**src/rtl/ps2_host_tx.sv**
```systemverilog
// Host-to-device PS/2 transmitter: sends one command byte over the open-drain clock/data pair and reports the device ACK.
// Optional watchdog enabled by defining PS2_TX_TIMEOUT_EN.
module ps2_host_tx #(
  parameter int INHIBIT_CYCLES = 6000,
  parameter int SETUP_CYCLES   = 50
`ifdef PS2_TX_TIMEOUT_EN
  , parameter int TIMEOUT_CYCLES = 1000000
`endif
) (
  input  logic       CLOCK_50,
  input  logic       Resetn,
  input  logic [7:0] tx_data,
  input  logic       tx_start,
  output logic       tx_busy,
  output logic       tx_done,
  output logic       tx_error,
  input  logic       ps2_clk_in,
  input  logic       ps2_dat_in,
  output logic       ps2_clk_oe,
  output logic       ps2_dat_oe
);

  localparam int CNT_MAX = (INHIBIT_CYCLES > SETUP_CYCLES) ? INHIBIT_CYCLES : SETUP_CYCLES;
  localparam int CNT_W   = $clog2(CNT_MAX + 1);

  typedef enum logic [2:0] {
    S_IDLE, S_INHIBIT, S_SETUP, S_SEND, S_ACK, S_WAITIDLE
  } state_e;

  state_e             state_q, state_d;
  logic [CNT_W-1:0]   cnt_q, cnt_d;
  logic [3:0]         bit_q, bit_d;
  logic [8:0]         shift_q, shift_d;
  logic               dat_oe_q, dat_oe_d;
  logic               clk_oe_q, clk_oe_d;
  logic               busy_q, busy_d;
  logic               done_q, done_d;
  logic               err_q, err_d;
  logic               clk_s1_q, clk_s2_q, clk_prev_q, fall_q;
  logic               dat_s1_q, dat_s2_q;

`ifdef PS2_TX_TIMEOUT_EN
  localparam int WD_W = $clog2(TIMEOUT_CYCLES + 1);
  // A fall reaches the watchdog three cycles after the pin edge; preloading
  // that latency makes the limit count from the pin edge itself.
  localparam int SYNC_LAT = 3;
  logic [WD_W-1:0] wd_q, wd_d;
`endif

  // NOTE: the synchronizer resets to 1 (idle bus level) so that releasing
  // reset cannot manufacture a spurious falling edge.
  always_ff @(posedge CLOCK_50 or negedge Resetn) begin
    if (!Resetn) begin
      clk_s1_q   <= 1'b1;
      clk_s2_q   <= 1'b1;
      clk_prev_q <= 1'b1;
      fall_q     <= 1'b0;
      dat_s1_q   <= 1'b1;
      dat_s2_q   <= 1'b1;
    end else begin
      // NOTE: non-blocking assignments let every flop sample the old value,
      // which is what makes this a shift chain rather than a single wire.
      clk_s1_q   <= ps2_clk_in;
      clk_s2_q   <= clk_s1_q;
      clk_prev_q <= clk_s2_q;
      fall_q     <= clk_prev_q & ~clk_s2_q;
      dat_s1_q   <= ps2_dat_in;
      dat_s2_q   <= dat_s1_q;
    end
  end

  always_ff @(posedge CLOCK_50 or negedge Resetn) begin
    if (!Resetn) begin
      state_q  <= S_IDLE;
      cnt_q    <= '0;
      bit_q    <= '0;
      shift_q  <= '0;
      dat_oe_q <= 1'b0;
      clk_oe_q <= 1'b0;
      busy_q   <= 1'b0;
      done_q   <= 1'b0;
      err_q    <= 1'b0;
`ifdef PS2_TX_TIMEOUT_EN
      wd_q     <= '0;
`endif
    end else begin
      state_q  <= state_d;
      cnt_q    <= cnt_d;
      bit_q    <= bit_d;
      shift_q  <= shift_d;
      dat_oe_q <= dat_oe_d;
      clk_oe_q <= clk_oe_d;
      busy_q   <= busy_d;
      done_q   <= done_d;
      err_q    <= err_d;
`ifdef PS2_TX_TIMEOUT_EN
      wd_q     <= wd_d;
`endif
    end
  end

  always_comb begin
    // NOTE: every output of this block gets a default first, so no path
    // through the case can leave a variable unassigned and infer a latch.
    state_d  = state_q;
    cnt_d    = cnt_q;
    bit_d    = bit_q;
    shift_d  = shift_q;
    dat_oe_d = dat_oe_q;
    err_d    = err_q;
    done_d   = 1'b0;

    unique case (state_q)
      S_IDLE: begin
        dat_oe_d = 1'b0;
        if (tx_start) begin
          state_d = S_INHIBIT;
          cnt_d   = '0;
          bit_d   = '0;
          shift_d = {~^tx_data, tx_data};
          err_d   = 1'b0;
        end
      end
      S_INHIBIT: begin
        if (cnt_q == CNT_W'(INHIBIT_CYCLES - 1)) begin
          state_d  = S_SETUP;
          cnt_d    = '0;
          dat_oe_d = 1'b1;
        end else begin
          cnt_d = cnt_q + CNT_W'(1);
        end
      end
      S_SETUP: begin
        if (cnt_q == CNT_W'(SETUP_CYCLES - 1)) begin
          state_d = S_SEND;
          cnt_d   = '0;
        end else begin
          cnt_d = cnt_q + CNT_W'(1);
        end
      end
      S_SEND: begin
        if (fall_q) begin
          bit_d = bit_q + 4'd1;
          if (bit_q == 4'd9) begin
            dat_oe_d = 1'b0;
            state_d  = S_ACK;
          end else begin
            dat_oe_d = ~shift_q[0];
            shift_d  = {1'b0, shift_q[8:1]};
          end
        end
      end
      S_ACK: begin
        if (fall_q) begin
          err_d   = dat_s2_q;
          state_d = S_WAITIDLE;
          cnt_d   = '0;
        end
      end
      S_WAITIDLE: begin
        dat_oe_d = 1'b0;
        if (clk_s2_q && dat_s2_q) begin
          if (cnt_q == CNT_W'(1)) begin
            state_d = S_IDLE;
            done_d  = 1'b1;
          end else begin
            cnt_d = cnt_q + CNT_W'(1);
          end
        end else begin
          cnt_d = '0;
        end
      end
      default: state_d = S_IDLE;
    endcase

`ifdef PS2_TX_TIMEOUT_EN
    wd_d = wd_q;
    if (state_q == S_SETUP && state_d == S_SEND) begin
      wd_d = '0;
    end else if (fall_q) begin
      wd_d = WD_W'(SYNC_LAT);
    end else if (state_q inside {S_SEND, S_ACK, S_WAITIDLE}) begin
      wd_d = wd_q + WD_W'(1);
    end
    if (state_q inside {S_SEND, S_ACK, S_WAITIDLE} && state_d != S_IDLE &&
        wd_q == WD_W'(TIMEOUT_CYCLES - 1)) begin
      state_d  = S_IDLE;
      dat_oe_d = 1'b0;
      err_d    = 1'b1;
      done_d   = 1'b1;
    end
`endif

    busy_d   = (state_d != S_IDLE);
    clk_oe_d = (state_d == S_INHIBIT) || (state_d == S_SETUP);
  end

  assign tx_busy    = busy_q;
  assign tx_done    = done_q;
  assign tx_error   = err_q;
  assign ps2_clk_oe = clk_oe_q;
  assign ps2_dat_oe = dat_oe_q;

endmodule

```
**config.mk**
```make
export PLATFORM = sky130hd
export DESIGN_NAME = ps2_host_tx
export DESIGN_NICKNAME = d
export VERILOG_FILES = /design/src/rtl/ps2_host_tx.sv
export SDC_FILE = /design/constraint.sdc
export NUM_CORES = 1
export LEC_CHECK = 0
export ABC_AREA = 1
export CAP_MARGIN = 20
export CORE_UTILIZATION = 63
export DETAILED_ROUTE_END_ITERATION = 8
export GPL_TIMING_DRIVEN = 0
export PLACE_DENSITY = 0.85
export SLEW_MARGIN = 40
export SYNTH_ARGS = -nofsm -noshare
export SYNTH_HDL_FRONTEND = slang
export SYNTH_SLANG_ARGS = --single-unit
```
**constraint.sdc**
```tcl
create_clock -name CLOCK_50 -period 2.6 [get_ports CLOCK_50]
set_clock_uncertainty 0.1 [all_clocks]
set_input_delay 0.26 -clock CLOCK_50 [delete_from_list [all_inputs] [get_ports CLOCK_50]]
set_output_delay 0.26 -clock CLOCK_50 [all_outputs]
set_load 0.05 [all_outputs]
```
== After elaboration in Yosys (flattened, before gate mapping) ==
Cells that the tools add are included.
Storage, ports and cells
  register bits: 40
  input bits: 13
  output and inout bits: 5
  word-level logic and storage cells: 85
Cells by class
  add/subtract/negate cells: 2
  equality and inequality tests: 17
  muxes and demuxes: 33
  bitwise operators: 3
  reduce and logical (&&, ||, !) cells: 15
Operator list (number)
  two-way mux 13 bit: 6
  one-hot mux 13 bit (5 select lines): 1
  two-way mux 9 bit: 3
  two-way mux 3 bit: 8
  one-hot mux 3 bit (6 select lines): 1
  one-hot mux 9 bit (2 select lines): 1
  adder 13 x 1 -> 13 bit (second input constant): 1
  equality test 13 x 1 -> 1 bit (second input constant): 1
  equality test 13 bit (second input constant): 1
  equality test 13 x 6 -> 1 bit (second input constant): 1
  inequality test 2 bit (second input constant): 5
  equality test 3 x 2 -> 1 bit (second input constant): 3
  AND reduction 3 bit: 3
  two-way mux 1 bit: 8
  two-way mux 4 bit: 2
  one-hot mux 4 bit (2 select lines): 1
  AND reduction 4 bit: 2
  XNOR reduction 8 bit: 1
  equality test 3 x 1 -> 1 bit (second input constant): 2
  equality test 3 bit (second input constant): 2
  nonzero test 3 bit: 2
  nonzero test 5 bit: 1
  adder 4 x 1 -> 4 bit (second input constant): 1
  equality test 4 bit (second input constant): 1
  other kinds (10): 12

== Depth between registers and ports, before layout ==
  word-level depth: 6
  depth in mapped cells: 12

== Worst setup path after synthesis ==
Ideal clock, no wire load.
  path kind: reg2reg
  from: register cnt_q[0]
  to: register cnt_q[12]
  setup time: 0.113 ns
  data arrival time: 1.325 ns
  slack: 1.062 ns
  cell stages (with the launch flop): 11
  buffers on the path: 0
  period minus slack after synthesis: 1.538 ns
  path through: dfrtp_1 > ha_1 > nand3_1 > nor2_1 > nand2_1 > nand2_1 > nand3_1 > nand2_1 > nand2_1 > nand2_1 > inv_1
On the way
  word-level cells in the longest chain between the ends: 4
  elaborated cells between the ends (all ways): 11
Ends and longest elaborated chain
  start: declaration: line 31  | logic [CNT_W-1:0] cnt_q, cnt_d;
  start signal: assignment: line 88  | cnt_q <= cnt_d;
  adder 13 x 1 -> 13 bit: line 130, 138, 167
  two-way mux 13 bit: line 163  | if (cnt_q == CNT_W'(1)) begin
  two-way mux 13 bit: line 162  | if (clk_s2_q && dat_s2_q) begin
  one-hot mux 13 bit (5 select lines): line 113  | unique case (state_q)
Parallel ways exist; a longest one is shown, timed or not. The select of a mux whose other input is x is not followed.
A chain may end at the register's enable or synchronous reset.

== Worst setup path in the final report ==
  from: register clk_s2_q
  to: register cnt_q[9]
On the way
  word-level cells in the longest chain between the ends: 3
  elaborated cells between the ends (all ways): 5
Ends and longest elaborated chain
  start: declaration: line 39  | logic clk_s1_q, clk_s2_q, clk_prev_q, fall_q;
  start signal: assignment: line 64  | clk_s2_q <= clk_s1_q;
  logical AND 1 bit (*): line 162
  two-way mux 13 bit or inequality test 3 bit (tied branches)
  one-hot mux 13 bit (5 select lines) or AND reduction 4 bit (tied branches)
Every way passes the cells marked *; elsewhere a longest branch is shown, timed or not.

==> results.py <==
metrics = {
    "clock_tree": {
        "worstSkewPairLatency_ns": 0.30,
        "cts_repair_resize_count": 0,
        "clockRootBuffer": "clkbuf_8",
        "htree_num_levels": 2,
        "postCtsSetupRepairBufs": 0,
        "cts_num_sinks": 40,
        "path_clk_slew_ns": 0.07,
        "hold_buffers": 1,
        "cts_tree": "done",
        "cts-root-to-sink-buffers": 2,
        "cts_buffers": 5,
    },
    "yosys": {
        "portion_of_the_post_synthesis_area_used_by_sequential_elements_pct": 41.73,
        "yosys.area.top_type": "dfrtp_1",
        "synthesis.yosys.warnings": 0,
        "syn_nets": 344,
        "asyncSetResetFlopFracSynth_pct": 100.0,
        "synth.distinct_cells": 28,
        "post_synthesis_cell_area_um2": 2414,
        "synthTopCellsByArea": "dfrtp_1 36%, nand2_1 13%, nand3_1 7.3%",
        "synth.ff_latch_count": 40,
        "syn-mean-instance-area_um2": 7.381,
        "synth-edff-count": 0,
        "synth_largest_type_area_fraction_pct": 36.29,
        "synthesized_instance_count": 327,
        "dominantRegCellSynth": "dfrtp_1",
    },
    "critical_path": {
        "timing.rr.start": "clk_s2_q",
        "critPathTopFamily": "simple AND/OR/NAND/NOR gates",
        "timing.rr.end": "cnt_q[9]",
        "path_class": "reg2reg",
        "cpPeakStageDelay_ns": 0.55,
        "required_ns": 2.71,
        "r2r_cells": 9,
        "path_cells": "nand2_1 > clkinv_1 > nand3_1 > nor2_1 > nand3_2 > nand2_2 > buf_6 > nand2_1 > o21ai_0",
        "rrSetupSlack_ns": 0.77,
        "worst_setup_path_end_kind": "flip-flop",
        "critical-path-slowest-cell": "dfstp_2",
        "crit_top_cell": "nand2_1",
        "path_buf_inv": 2,
        "crit_arrival_ns": 1.94,
        "timing.critical_path.from_type": "flip-flop",
        "highest_fanout_seen_on_the_critical_path": 10,
    },
    "sta": {
        "maxSlewHeadroom_pct": 66.18,
        "worst_slack_ns": 0.7684,
        "final_max_slew_viol_count": 0,
        "finalHoldViolCount": 0,
        "achievable-frequency_ghz": 0.5460,
        "final.setup.tns_ns": 0,
        "finalSetupViolations": 0,
        "final_period_utilization_pct": 70.45,
        "final_period_minus_worst_setup_slack_ns": 1.832,
        "unrepaired_setup_endpoints_after_global_routing": "false",
        "worst_margin_pin_slew_ns": 0.5057,
        "worst_hold_slack_ns": 0.2581,
    },
    "floorplan": {
        "coreArea_um2": 3661,
        "rows": 22,
        "io_pins": 18,
        "die_area_um2": 4083,
        "die_height_um": 63.90,
        "die_width_um": 63.90,
        "effective_utilization_at_floorplan_pct": 65.93,
    },
    "layout": {
        "n_antenna_cell": 0,
        "final_net_count": 369,
        "layout.cells.non_filler": 401,
        "post_route_cells_drive_above_1_share_pct": 9.915,
        "layout.cells.most_common": "nand2_1",
        "num-fill-cells": 290,
        "synthToLayoutAreaGrowth_pct": 14.46,
        "layout.cells.most_common_list": "85 x nand2_1, 43 x inv_1, 35 x nand3_1, 35 x dfrtp_1, 31 x nor2_1",
    },
    "power": {
        "p_leak_nw": 1.326,
        "share_seq_of_total_power_pct": 52.6,
        "power_report.internal_total_mw": 0.9423,
        "power.combinational.fraction_pct": 5.1,
        "vdd_drop_max_v": 0.0003088,
        "pwr_cell_area_nw_per_um2": 435.1,
        "clkPwrFrac_pct": 42.4,
        "p_sw_mw": 0.2597,
        "post-layout-total-power_mw": 1.202,
        "power.share.switching_pct": 21.61,
    },
    "routing": {
        "drt-initial-drc-count": 291,
        "dr.pass1.iters": 5,
        "drt-total-wl_mm": 5.137,
        "final_ant_viol_nets": 0,
        "drc_errors": 0,
        "route.detailed.wl_per_inst_um": 12.81,
        "route.vias.total": 2206,
        "avgViaCountPerCell": 5.501,
    },
    "run": {
        "max_cap_violations": 0,
    },
    "hold_path": {
        "hold-path-endpoint": "clk_s2_q",
        "timing.hold.worst.class": "reg2reg",
        "hold_path_startpoint": "clk_s1_q",
        "hold-path-cell-count": 0,
    },
    "placed_design": {
        "pre_cts_slack_ns": 0.8126,
        "place.detailed.hpwl_mm": 3.806,
        "routabilityCongestion": 0.9466,
        "numPortBuffers": 17,
        "place_inst": 392,
    },
    "global_route": {
        "number_of_global_route_vias_before_repair": 2061,
        "wire_length_of_the_first_global_routing_pass_mm": 8.866,
        "overflow": 0,
        "grt_start_max_net_pins": 41,
        "grt_util_all_layers_pct": 27.93,
        "grt_antenna_before_repair": 0,
    },
    "outcome": {
        "outcome": "finished, final reports clean",
    },
}
-- cells in the mapped netlist, drive strengths merged, types with 2 or more instances --
master,count
nor2,36
nand3,38
a21oi,2
buf,6
inv,47
nand2,89
xnor2,6
dfstp,5
xor2,8
o21ai,18
ha,4
o211ai,6
nand4,17
dfrtp,35
o22ai,2
nor3,4
-- power by group through the flow --
| stage | combinational [mW] | sequential, mW | clock (mW) |
|---|---|---|---|
| finish | 0.0607 | 0.632 | 0.509 |
| global placement | 0.0592 | 0.644 | 0 |
| CTS | 0.0617 | 0.632 | 0.515 |
| floorplan | 0.0234 | 0.643 | 0 |
| global route | 0.0673 | 0.632 | 0.539 |
| detailed placement | 0.0600 | 0.644 | 0 |
-- worst max path at each step --
stage	to	cells after the start	start	slack, ns
finish	cnt_q[9]	9	clk_s2_q	0.77
global route	cnt_q[1]	7	state_q[1]	0.59
CTS	tx_error	1	tx_error	0.78
detailed placement	cnt_q[9]	8	cnt_q[0]	0.81
global placement	cnt_q[1]	1	Resetn	0.23
floorplan	cnt_q[12]	10	cnt_q[0]	1.06
-- stage by stage --
stage,util [%],cell area [um2]
6_report,75.46,2763
3_3_place_gp,72.21,2644
5_1_grt,75.46,2763
2_1_floorplan,-,2414
4_1_cts,75.46,2763
3_5_place_dp,72.15,2641
-- worst reg2reg max path, stage by stage (launching register included) --
cell and delay (ns):
dfstp_2 0.55, nand2_1 0.07, clkinv_1 0.18, nand3_1 0.11
nor2_1 0.18, nand3_2 0.13, nand2_2 0.14, buf_6 0.16
nand2_1 0.06, o21ai_0 0.08
-- flip-flops by register name, summed over array words and instances, names as in the netlist, 3 cells and up --
signal,cells
bit_q,4
shift_q,9
state_q,3
cnt_q,13
-- logic make-up after synthesis --
kind of cell | synth area share, %
adder cells (fa/ha/maj) | 2.074
buffers and inverters | 9.330
AND/OR/NAND/NOR | 34.99
XOR/XNOR | 5.080
AO/OA/AOI/OAI | 6.791
flip-flops | 41.73
-- final cells by class --
class | instances | area, um2 | share of cell area, %
flip-flops and latches | 40 | 1007 | 36.46
inverters | 48 | 180.2 | 6.522
well taps | 48 | 60.06 | 2.174
plain buffers | 7 | 45.04 | 1.630
clock buffers | 5 | 68.82 | 2.491
multi-input cells | 232 | 1181 | 42.75
repair buffers | 18 | 177.7 | 6.431
clock inverters | 3 | 42.54 | 1.540
-- routing by layer --
layer	track usage [%]	wire, um	part of all wire, %
met4	11.93	68	1.3
met5	0	0	0
met3	4.464	322	6.3
met1	37.62	2347	46
met2	44.55	2399	47
(Power assumes the default switching activity.)
